<file path="src/rtl/rsa_modexp_core.sv">
// rsa_modexp_core: output_text = input_text^key mod mod via left-to-right square-and-multiply
// over a bit-serial interleaved modular multiplier. Optional build macro: RSA_LEADING_ZERO_SKIP_EN.
module rsa_modexp_core #(
    parameter int WordSize = 32
) (
    input  logic                clk,
    input  logic                reset,
    input  logic                go,
    input  logic [WordSize-1:0] input_text,
    input  logic [WordSize-1:0] key,
    input  logic [WordSize-1:0] mod,
    output logic [WordSize-1:0] output_text,
    output logic                done,
    output logic                busy,
    output logic                err
);
    localparam int IW = $clog2(WordSize);
    localparam int RW = WordSize + 2;

    typedef enum logic [2:0] {IDLE, REDUCE, SQUARE, MULT, DONE} state_t;
    state_t state, state_next;

    logic [WordSize-1:0] key_q, mod_q, acc, base, a_sh, r, mul_b, mul_res;
    logic [RW-1:0]       m_ext, r_sum, r_sub1;
    logic [IW-1:0]       cnt, bit_idx, bit_idx_init;
    logic                start, mul_last;

    // The done cycle is still part of the operation, so go is only taken once done has dropped.
    assign start    = (state == IDLE) && go && !done;
    assign mul_last = (cnt == IW'(WordSize - 1));
    assign busy     = (state != IDLE) || done;

`ifdef RSA_LEADING_ZERO_SKIP_EN
    logic key_zero;
    assign key_zero = (key_q == '0);

    always_comb begin
        bit_idx_init = '0;
        for (int k = 0; k < WordSize; k++) begin
            if (key[k]) bit_idx_init = IW'(k);
        end
    end
`else
    assign bit_idx_init = IW'(WordSize - 1);
`endif

    // NOTE: every signal driven in always_comb gets a default first, so no path can infer a latch.
    always_comb begin
        mul_b = '0;
        case (state)
            REDUCE:  mul_b = WordSize'(1);
            SQUARE:  mul_b = acc;
            MULT:    mul_b = base;
            default: mul_b = '0;
        endcase
    end

    // One interleaved step: R <- 2R + a_j*B, then at most two subtractions of M since 2R+B < 3M.
    assign m_ext   = {2'b00, mod_q};
    assign r_sum   = {1'b0, r, 1'b0} + (a_sh[WordSize-1] ? {2'b00, mul_b} : '0);
    assign r_sub1  = (r_sum >= m_ext) ? r_sum - m_ext : r_sum;
    assign mul_res = (r_sub1 >= m_ext) ? WordSize'(r_sub1 - m_ext) : r_sub1[WordSize-1:0];

    always_comb begin
        state_next = state;
        case (state)
            IDLE: begin
                if (start) state_next = (mod == '0) ? DONE : REDUCE;
            end
            REDUCE: begin
`ifdef RSA_LEADING_ZERO_SKIP_EN
                if (mul_last) state_next = key_zero ? DONE : SQUARE;
`else
                if (mul_last) state_next = SQUARE;
`endif
            end
            SQUARE: begin
                if (mul_last) begin
                    if (key_q[bit_idx])      state_next = MULT;
                    else if (bit_idx == '0)  state_next = DONE;
                    else                     state_next = SQUARE;
                end
            end
            MULT: begin
                if (mul_last) state_next = (bit_idx == '0) ? DONE : SQUARE;
            end
            DONE:    state_next = IDLE;
            default: state_next = IDLE;
        endcase
    end

    // NOTE: sequential state uses non-blocking assignments so all registers see pre-edge values.
    always_ff @(posedge clk) begin
        if (reset) state <= IDLE;
        else       state <= state_next;
    end

    // NOTE: datapath registers carry no reset; an accepted go reloads all of them before use.
    always_ff @(posedge clk) begin
        case (state)
            IDLE: begin
                if (start) begin
                    key_q   <= key;
                    mod_q   <= mod;
                    acc     <= (mod <= WordSize'(1)) ? '0 : WordSize'(1);
                    bit_idx <= bit_idx_init;
                    a_sh    <= input_text;
                    r       <= '0;
                    cnt     <= '0;
                end
            end
            REDUCE, SQUARE, MULT: begin
                a_sh <= a_sh << 1;
                r    <= mul_res;
                cnt  <= cnt + IW'(1);
                if (mul_last) begin
                    cnt <= '0;
                    r   <= '0;
                    if (state == REDUCE) begin
                        base <= mul_res;
                        a_sh <= acc;
                    end else begin
                        acc  <= mul_res;
                        a_sh <= mul_res;
                        // A square followed by a multiply keeps the same exponent bit.
                        if (!(state == SQUARE && key_q[bit_idx]) && bit_idx != '0)
                            bit_idx <= bit_idx - IW'(1);
                    end
                end
            end
            default: ;
        endcase
    end

    always_ff @(posedge clk) begin
        if (reset) begin
            output_text <= '0;
            done        <= 1'b0;
            err         <= 1'b0;
        end else begin
            done <= (state == DONE);
            if (state == DONE) begin
                output_text <= acc;
                err         <= (mod_q == '0);
            end else if (start) begin
                err <= 1'b0;
            end
        end
    end
endmodule
</file>
<file path="config.mk">
export PLATFORM = sky130hd
export DESIGN_NAME = rsa_modexp_core
export DESIGN_NICKNAME = d
export VERILOG_FILES = /design/src/rtl/rsa_modexp_core.sv
export SDC_FILE = /design/constraint.sdc
export NUM_CORES = 1
export LEC_CHECK = 0
export ABC_AREA = 0
export BUFFER_PORTS_ARGS = -buffer_cell sky130_fd_sc_hd__buf_4
export CORE_ASPECT_RATIO = 0.8
export CORE_MARGIN = 10
export CORE_UTILIZATION = 66
export CTS_CLUSTER_SIZE = 16
export DETAILED_ROUTE_END_ITERATION = 10
export GPL_TIMING_DRIVEN = 0
export PLACE_DENSITY = 0.87
export SYNTH_ARGS = -nofsm -noshare
export SYNTH_HDL_FRONTEND = slang
export SYNTH_SLANG_ARGS = --single-unit
</file>
<file path="constraint.sdc">
create_clock -name clk -period 25.5 [get_ports clk]
set_input_delay 5.1 -clock clk [delete_from_list [all_inputs] [get_ports clk]]
set_output_delay 5.1 -clock clk [all_outputs]
set_load 0.005 [all_outputs]
</file>
After elaboration in Yosys (flattened, before gate mapping)

Index checks and enable logic that the tools add are counted.

Register bits: 239
Logic and storage cells: 90
Bits of input ports: 99
Output and inout bits: 35

Eq/ne operators: 12
Reduce and logical (&&, ||, !) cells: 22
Mux-type cells: 35
Magnitude comparators: 4
Add/subtract/negate cells: 5

Operators with widths:

| kind                                                                               | count |
|---|---|
| 32-bit 2-to-1 mux                                                                  | 9 |
| 32-bit case mux with 2 select lines                                                | 3 |
| 32-bit case mux with 3 select lines                                                | 1 |
| 34-bit by 32-bit >= comparator with 1-bit output                                   | 2 |
| 32-bit zero test                                                                   | 2 |
| 33-bit by 32-bit adder with 34-bit output                                          | 1 |
| 34-bit 2-to-1 mux                                                                  | 1 |
| 34-bit by 32-bit subtractor with 34-bit output                                     | 1 |
| 32-bit by 1-bit less-or-equal comparator with 1-bit output (second input constant) | 1 |
| 32-bit subtractor                                                                  | 1 |
| 5-bit 2-to-1 mux                                                                   | 6 |
| 3-bit 2-to-1 mux                                                                   | 7 |
| 5-bit case mux with 2 select lines                                                 | 2 |
| 2-bit inequality test (second input constant)                                      | 7 |
| 3-bit case mux with 4 select lines                                                 | 1 |
| 3-bit by 2-bit equality test with 1-bit output (second input constant)             | 2 |
| 5-bit by 6-bit < comparator with 1-bit output (second input constant)              | 1 |
| 3-bit AND reduction                                                                | 2 |
| 5-bit by 1-bit adder with 5-bit output (second input constant)                     | 1 |
| 1-bit binary-select mux with 5-bit select                                          | 1 |
| 5-bit equality test (second input constant)                                        | 1 |
| 5-bit zero test                                                                    | 1 |
| 5-bit AND reduction                                                                | 1 |
| 5-bit nonzero test                                                                 | 1 |
| other kinds (13)                                                                   | 22 |

Longest topological paths before layout

Gate-level depths: netlist of run 1.

Depth in word-level cells: 11
Mapped depth: 45
Depth with buffers taken out: 38

Worst setup path after synthesis of run 1

No wires, ideal clock.

Path kind: input port to flip-flop
Start: input port go
End: register acc[0], enable pin
Library setup time: 0.388 ns
Slack: 15.250 ns
Buffers on the path: 0
Cell stages on the path: 4
Data required time: 25.112 ns
Arrival: 9.863 ns
Cell sequence: nand3_1 -> a21oi_1 -> nand2_1 -> inv_1

Cells in the longest elaborated chain, start to end: 4

RTL lines:

| what                            | RTL line | text |
|---|---|---|
| start: declaration              | 8        | `input logic go,` |
| 1-bit logical AND (2 in a row)  | 29       | `assign start = (state == IDLE) && go && !done;` |
| 2-bit inequality test (no line) | n/a      |  |
| 3-bit AND reduction (no line)   | n/a      |  |
| end signal: assignment          | 105      | `acc <= (mod <= WordSize'(1)) ? '0 : WordSize'(1);` |
| end signal: assignment          | 123      | `acc <= mul_res;` |
| end: declaration                | 23       | `logic [WordSize-1:0] key_q, mod_q, acc, base, a_sh, r, mul_b, mul_res;` |

No other way between the ends.
A chain may end at the register's enable or synchronous reset.

Final worst setup path of run 1

Start: register state[1]
End: register a_sh[14] (data pin)

Cells in the longest elaborated chain, start to end: 11
Elaborated cells between the ends (all ways): 17
Classes of those cells: add/sub (3); order compare (2); eq/ne (3); mux (7); reduce/logical (2)

RTL lines:

| what                                                                                                                      | RTL line     | text |
|---|---|---|
| start: declaration                                                                                                        | 21           | `state_t state, state_next;` |
| start signal: assignment                                                                                                  | 95           | `else state <= state_next;` |
| 3-bit by 2-bit equality test with 1-bit output / 3-bit by 1-bit equality test with 1-bit output (equally long branches)   | 50, 100, 119 |  |
| 32-bit case mux with 3 select lines                                                                                       | 50           | `case (state)` |
| 32-bit 2-to-1 mux                                                                                                         | 60           | `assign r_sum = {1'b0, r, 1'b0} + (a_sh[WordSize-1] ? {2'b00, mul_b} : '0);` |
| 33-bit by 32-bit adder with 34-bit output                                                                                 | 60           |  |
| 34-bit by 32-bit subtractor with 34-bit output / 34-bit by 32-bit >= comparator with 1-bit output (equally long branches) | 61           | `assign r_sub1 = (r_sum >= m_ext) ? r_sum - m_ext : r_sum;` |
| 34-bit 2-to-1 mux                                                                                                         | 61           |  |
| 32-bit subtractor / 34-bit by 32-bit >= comparator with 1-bit output (equally long branches)                              | 62           | `assign mul_res = (r_sub1 >= m_ext) ? WordSize'(r_sub1 - m_ext) : r_sub1[WordSize-1:0];` |
| 32-bit 2-to-1 mux                                                                                                         | 62           |  |
| 32-bit 2-to-1 mux                                                                                                         | 119          | `if (state == REDUCE) begin` |
| 32-bit 2-to-1 mux                                                                                                         | 116          | `if (mul_last) begin` |
| 32-bit case mux with 2 select lines *                                                                                     | 100          | `case (state)` |
| end signal: assignment                                                                                                    | 107          | `a_sh <= input_text;` |
| end signal: assignment                                                                                                    | 113          | `a_sh <= a_sh << 1;` |
| end signal: assignment                                                                                                    | 124          | `a_sh <= mul_res;` |
| end: declaration                                                                                                          | 23           |  |

Mark *: on every way between the ends. The rest lies on a longest branch, timed or not.

==> results of run 1 <==
==> final cells by class <==
class | count | area (µm²)
Fill cell | 1619 | 5375
Clock inverter | 15 | 177.7
Inverter | 90 | 337.8
Clock buffer | 28 | 636.9
Sequential cell | 239 | 6807
Tap cell | 312 | 390.4
Timing Repair Buffer | 135 | 1059
Multi-Input combinational cell | 1253 | 8568
Buffer | 73 | 296.5
==> synthesized netlist by cell type (all sizes together) (11+ instances only) <==
library cell	instances	area, µm²
a31oi	17	106.4
edfxtp	202	6066
a221o	21	210.2
a22o	13	113.9
xor2	30	262.8
nand3	31	155.2
and2	38	240.2
nand4	22	137.6
clkbuf	59	221.5
buf	14	75.07
dfxtp	37	740.7
nand2	178	668.1
xnor2	49	429.2
a21oi	139	703.2
nor3	22	110.1
a21o	37	277.8
nor2	141	529.3
o21ai	81	405.4
nor4	20	125.1
nor2b	11	68.82
inv	90	337.8
a211oi	16	130.1
mux2	40	465.5
ha	98	1226
or2	15	93.84
mux2i	56	583.1
o211ai	26	200.2
o21a	13	97.59
==> worst max-delay path, delay by kind of cell (launching register included) <==
kind                       cells  cell delay, ns
AOI/OAI and AO/OA             12            3.51
xor gates and xnor gates       1            0.20
adders and majority gates      3            1.00
buffers and inverters          8            2.53
DFF                            1            0.31
muxes                          2            0.94
and+or+nand+nor               14            3.83
==> cell families after synthesis <==
group                      after synthesis  share of synthesized area [%]
xor gates and xnor gates                79                          4.325
muxes                                  100                          7.118
AOI/OAI and AO/OA                      449                          18.59
and+or+nand+nor                        524                          15.41
adders and majority gates              101                          8.041
DFF                                    239                          42.55
buffers and inverters                  163                          3.966
==> where the power goes <==
group          total (mW)  internal [mW]  switching, mW
Combinational        1.76          0.661           1.09
Clock               0.375          0.219          0.156
Sequential          0.605          0.565         0.0409
Total                2.74           1.44           1.29
==> state kept, by name, indices dropped and copies added, names as in the netlist, 3 cells and up <==
name,flops
output_text,32
bit_idx,5
base,32
cnt,5
key_q,32
state,3
mod_q,32
acc,32
a_sh,32
r,32
==> metrics by stage <==
stage                     cell area (µm²)  total power [mW]  instances
after floorplan                     16000             1.841       1655
after global placement              17380             2.251       2099
after detailed placement            17460             2.306       2102
after CTS                           18270             2.689       2145
after global routing                18270             2.891       2145
final                               18270             2.736       2145
==> metal layers <==
metal | up-vias | part of all wire, % | wire length [µm]
li1 | 6486 | - | -
met1 | 6786 | 39 | 18970
met2 | 866 | 47 | 22800
met3 | 145 | 9.8 | 4731
met4 | 0 | 4.2 | 2016
met5 | - | 0 | 0
==> path summary, 6_finish.rpt <==
| path | start | to | slack [ns] |
|---|---|---|---|
| setup reg to reg | state[1] | a_sh[14] | 12.91 |
| hold / removal | output_text[22] | output_text[22] | 0.46 |
| hold reg to reg | output_text[22] | output_text[22] | 0.46 |
| setup / recovery | state[1] | a_sh[14] | 12.91 |
==> flow_metrics.env, run 1 <==
export IMPL_power_per_cell_area_nw_per_um2=149.8
export IMPL_dieArea_um2=30900
export IMPL_min_path_cells=2
export IMPL_cp_data_arrival_time_ns=12.88
export IMPL_drive_above_1_share_pct=14.40
export IMPL_hold_path_class="reg2reg"
export IMPL_overall_global_routing_usage_pct=29.82
export IMPL_tritoncts="done"
export IMPL_worst_clock_skew_ns=0.02320
export IMPL_totalNegativeSetupSlack_ns=0
export IMPL_synth_fp_nets=1855
export IMPL_route_vias_total=14280
export IMPL_grt_pass1_wl_um=75470
export IMPL_synth_distinct_cells=77
export IMPL_cts_resized=0
export IMPL_period_minus_slack_ns=12.59
export IMPL_maximum_achievable_frequency_ghz=0.07942
export IMPL_yosysWarningCount=0
export IMPL_core_area_um2=23650
export IMPL_post_cts_buffers=0
export IMPL_yosysSeqAreaShare_pct=42.55
export IMPL_holdWs_ns=0.4562
export IMPL_top_level_ports=134
export IMPL_number_of_antenna_violations_at_the_first_check_in_global_routing=0
export IMPL_grtUsageMet1_pct=38.49
export IMPL_synth_ff_latch_count=239
export IMPL_via_count_normalized_by_instance_count=6.659
export IMPL_headroom_to_the_max_slew_limit_pct=35.28
export IMPL_gr_usage_met2_pct=48.63
export IMPL_detailedPlace_worstSlack_ns=13.61
export IMPL_insertedDiodeCount=0
export IMPL_clock_sinks=239
export IMPL_ant_nets=0
export IMPL_detail_route_iter0_violations=1781
export IMPL_power_leakage_nw=7.460
export IMPL_gr_usage_met3_pct=5.633
export IMPL_finish_net_count=2016
export IMPL_dr_pass1_iters=6
export IMPL_worst_ir_drop_vdd_v=0.00008638
export IMPL_layout_cells_most_common="edfxtp_1"
export IMPL_effective_utilization_at_floorplan_pct=67.65
export IMPL_clock_latency_ns=0.55
export IMPL_timing_final_setup_violations=0
export IMPL_max_stage_delay_ns=0.76
export IMPL_cts_root_buf="clkbuf_16"
export IMPL_cts_hold_buffers_added=0
export IMPL_critPathMostFrequentCell="nand3_1"
export IMPL_gp_routability_congestion=0.9673
export IMPL_required_time_worst_endpoint_ns=25.79
export IMPL_layout_cells_most_common_list="edfxtp_1 (202), nand2_1 (178), nor2_1 (141)"
export IMPL_synth_area_um2=16000
export IMPL_post_route_util_pct=77.27
export IMPL_finalMaxSlewViolations=0
export IMPL_cts_buffers_inserted=24
export IMPL_critPathCaptureType="flop"
export IMPL_routed_wl_um=48520
export IMPL_wire_per_inst_um=22.62
export IMPL_ys_dominant_reg_cell="edfxtp_1"
export IMPL_cap_violations=0
export IMPL_post_synth_cell_area_avg_um2=9.666
export IMPL_dp_hpwl_um=37100
export IMPL_synthToLayoutAreaGrowth_pct=14.23
export IMPL_run_status="finished, final reports clean"
export IMPL_floorplan_die_width_um=194.1
export IMPL_standard_cell_with_the_maximum_stage_delay_on_the_critical_path="a221oi_1"
export IMPL_grt_setup_unrepaired="no"
export IMPL_worst_reg_to_reg_cells=40
export IMPL_fraction_of_the_cycle_the_final_worst_path_needs_pct=49.37
export IMPL_num_rows=50
export IMPL_first_global_vias=13850
export IMPL_most_utilized_layer_in_the_global_route_result="met2"
export IMPL_critical_path_source_type="flop"
export IMPL_cts_buffer_depth=3
export IMPL_finalWorstSetupSlack_ns=12.91
export IMPL_post_route_drc_count=0
export IMPL_tightestPinTransition_ns=0.9673
export IMPL_gr_overflow_total=0
export IMPL_htree_num_levels=1
export IMPL_number_of_enable_flip_flop_cells_after_synthesis=202
export IMPL_grt_max_degree=40
export IMPL_clk_pin_slew_worst_paths_ns=0.06
export IMPL_async_flop_share_pct=0
export IMPL_worstPathMaxFanout=10
export IMPL_portBuffers=132
export IMPL_die_height_um=159.2
export IMPL_timing_final_hold_violations=0
export IMPL_synth_cells=1655
export IMPL_crit_type="reg2reg"
No activity file was read; power rests on OpenSTA's default activity.
==> run 2: changes to the inputs <==
--- a/config.mk
+++ b/config.mk
@@ -9,11 +9,11 @@
 export BUFFER_PORTS_ARGS = -buffer_cell sky130_fd_sc_hd__buf_4
 export CORE_ASPECT_RATIO = 0.8
 export CORE_MARGIN = 10
-export CORE_UTILIZATION = 66
+export CORE_UTILIZATION = 61
 export CTS_CLUSTER_SIZE = 16
 export DETAILED_ROUTE_END_ITERATION = 10
 export GPL_TIMING_DRIVEN = 0
-export PLACE_DENSITY = 0.87
+export PLACE_DENSITY = 0.81
 export SYNTH_ARGS = -nofsm -noshare
 export SYNTH_HDL_FRONTEND = slang
 export SYNTH_SLANG_ARGS = --single-unit
==> constraint.sdc (replaced) <==
create_clock -name clk -period 13.07 [get_ports clk]
set_input_delay 2.614 -clock clk [delete_from_list [all_inputs] [get_ports clk]]
set_output_delay 2.614 -clock clk [all_outputs]
set_load 0.005 [all_outputs]
==> run 2 against run 1 <==
  * Fmax hardly changed
  * Routed wire length is 3.5% lower
  * Setup slack lost 12 ns
  * Non-clock buffer count is 1 higher
  * Critical path type unchanged
  * Highest routed layer unchanged
==> flow_metrics.env, run 2 (synthesized netlist as in run 1, its figures left out) <==
export IMPL_timing_final_setup_violations=0
export IMPL_dp_hpwl_um=36490
export IMPL_timing_critical_path_to="a_sh[14]"
export IMPL_finish_net_count=2018
export IMPL_grt_max_degree=45
export IMPL_gp_routability_congestion=0.9437
export IMPL_clk_pin_slew_worst_paths_ns=0.07
export IMPL_period_minus_slack_ns=12.59
export IMPL_clock_sinks=239
export IMPL_htree_num_levels=1
export IMPL_worst_ir_drop_vdd_v=0.0002034
export IMPL_detail_route_iter0_violations=1572
export IMPL_critPathCaptureType="flop"
export IMPL_floorplan_die_width_um=201.1
export IMPL_power_leakage_nw=7.474
export IMPL_cts_buffers_inserted=25
export IMPL_critPathLaunch="state[1]"
export IMPL_fraction_of_the_cycle_the_final_worst_path_needs_pct=96.35
export IMPL_layout_cells_most_common="edfxtp_1"
export IMPL_post_cts_buffers=0
export IMPL_cap_violations=0
export IMPL_synthToLayoutAreaGrowth_pct=14.72
export IMPL_register_area_um2=6807
export IMPL_cts_buffer_depth=3
export IMPL_max_stage_delay_ns=0.76
export IMPL_regToRegSetupSlack_ns=0.48
export IMPL_totalNegativeSetupSlack_ns=0
export IMPL_power_per_cell_area_nw_per_um2=287.3
export IMPL_ant_nets=0
export IMPL_worst_reg_to_reg_cells=40
export IMPL_headroom_to_the_max_slew_limit_pct=37.50
export IMPL_wire_per_inst_um=21.39
export IMPL_clock_latency_ns=0.54
export IMPL_effective_utilization_at_floorplan_pct=62.56
export IMPL_finalMaxSlewViolations=0
export IMPL_layout_cells_most_common_list="edfxtp_1 (202), nand2_1 (178), nor2_1 (141)"
export IMPL_critPathMostFrequentCell="nand3_1"
export IMPL_via_count_normalized_by_instance_count=6.394
export IMPL_die_height_um=164.8
export IMPL_rr_startpoint="state[1]"
export IMPL_worst_clock_skew_ns=0.01730
export IMPL_netSwitchingFraction_pct=46.70
export IMPL_routed_wl_um=46800
export IMPL_timing_final_hold_violations=0
export IMPL_maximum_achievable_frequency_ghz=0.07941
export IMPL_grt_pass1_wl_um=72630
export IMPL_crit_type="reg2reg"
export IMPL_rr_endpoint="a_sh[14]"
export IMPL_cellInternalPower_mw=2.810
export IMPL_filler_cell_count=1944
export IMPL_insertedDiodeCount=0
export IMPL_top_level_ports=134
export IMPL_core_area_um2=25570
export IMPL_cts_hold_buffers_added=0
export IMPL_hold_path_class="reg2reg"
export IMPL_run_status="finished, final reports clean"
export IMPL_dr_pass1_iters=6
export IMPL_tightestPinTransition_ns=0.9341
export IMPL_critical_path_source_type="flop"
export IMPL_portBuffers=132
export IMPL_worstPathMaxFanout=10
export IMPL_clkPwrFrac_pct=13.6
export IMPL_first_global_vias=13370
export IMPL_gr_overflow_total=0
export IMPL_total_switching_power_mw=2.462
export IMPL_p_total_mw=5.273
export IMPL_grt_setup_unrepaired="no"
export IMPL_overall_global_routing_usage_pct=27.21
export IMPL_post_route_drc_count=0
export IMPL_route_vias_total=13990
export IMPL_share_seq_of_total_power_pct=22.3
export IMPL_standard_cell_with_the_maximum_stage_delay_on_the_critical_path="a221oi_1"
export IMPL_required_time_worst_endpoint_ns=13.36
export IMPL_cts_resized=0
export IMPL_num_rows=52
export IMPL_dieArea_um2=33140
export IMPL_tritoncts="done"
export IMPL_cts_root_buf="clkbuf_16"
export IMPL_multiInputGateArea_um2=8568
export IMPL_cp_data_arrival_time_ns=12.88
export IMPL_drive_above_1_share_pct=14.43
export IMPL_number_of_antenna_violations_at_the_first_check_in_global_routing=0
export IMPL_power_share_combinational_pct=64.1
run 2: cell types whose count changed in the layout (fill, tap and decap cells not counted), sizes merged:
cell,before,now
bufinv,4,2
clkbuf,87,97
clkinvlp,1,0
clkinv,9,5
buf,149,150
run 2: routing by layer:
layer / vias to the layer above / global-route usage (%) / routed length [µm]
met5: - / 0 / 0
met4: 0 / 8.348 / 1487
met3: 108 / 4.797 / 4349
met2: 769 / 43.84 / 21410
met1: 6641 / 36.89 / 19560
li1: 6473 / - / -
run 2: worst max-delay path, delay by kind of cell, from the launching register on:
kind / cells / cell delay (ns)
simple gates: 14 / 3.85
mux: 2 / 0.91
xor+xnor: 1 / 0.19
compound gates: 12 / 3.52
flops: 1 / 0.31
fa+ha+maj: 3 / 1.00
buf+inv: 8 / 2.54
run 2: power groups by stage:
| stage | Combinational (mW) | Clock (mW) | Sequential, mW |
|---|---|---|---|
| 2_1_floorplan | 2.43 | 0 | 1.16 |
| 3_3_place_gp | 3.19 | 0 | 1.19 |
| 3_5_place_dp | 3.28 | 0 | 1.19 |
| 4_1_cts | 3.31 | 0.716 | 1.17 |
| 5_1_grt | 3.66 | 0.749 | 1.19 |
| 6_report | 3.38 | 0.715 | 1.18 |
run 2: worst min-delay path by stage:
stage	start	end	slack, ns	cells past startpoint
2_1_floorplan	output_text[0]	output_text[0]	0.45	2
3_3_place_gp	output_text[9]	output_text[9]	0.44	2
3_5_place_dp	output_text[19]	output_text[19]	0.45	2
4_1_cts	output_text[13]	output_text[13]	0.46	2
5_1_grt	output_text[12]	output_text[12]	0.47	2
6_report	output_text[8]	output_text[8]	0.45	2
run 2: metrics by stage:
stage	utilization, %	std cells	worst slack, ns	hold slack (ns)	area (µm²)
after floorplan	-	1655	4.264	0.4527	16000
after detailed placement	68.60	2142	1.066	0.4481	17540
after global placement	68.15	2138	1.173	0.4432	17430
final	71.77	2188	0.4766	0.4531	18350
after CTS	71.77	2188	0.9858	0.4567	18350
after global routing	71.77	2188	0.05561	0.4748	18350
run 2: final cells by class:
type                            instances  area share [%]
Sequential cell                       239           37.09
Tap cell                              351           2.393
Multi-Input combinational cell       1253           46.69
Inverter                               90           1.841
Clock buffer                           38           3.893
Clock inverter                          8          0.5182
Timing Repair Buffer                  136           5.959
Buffer                                 73           1.616
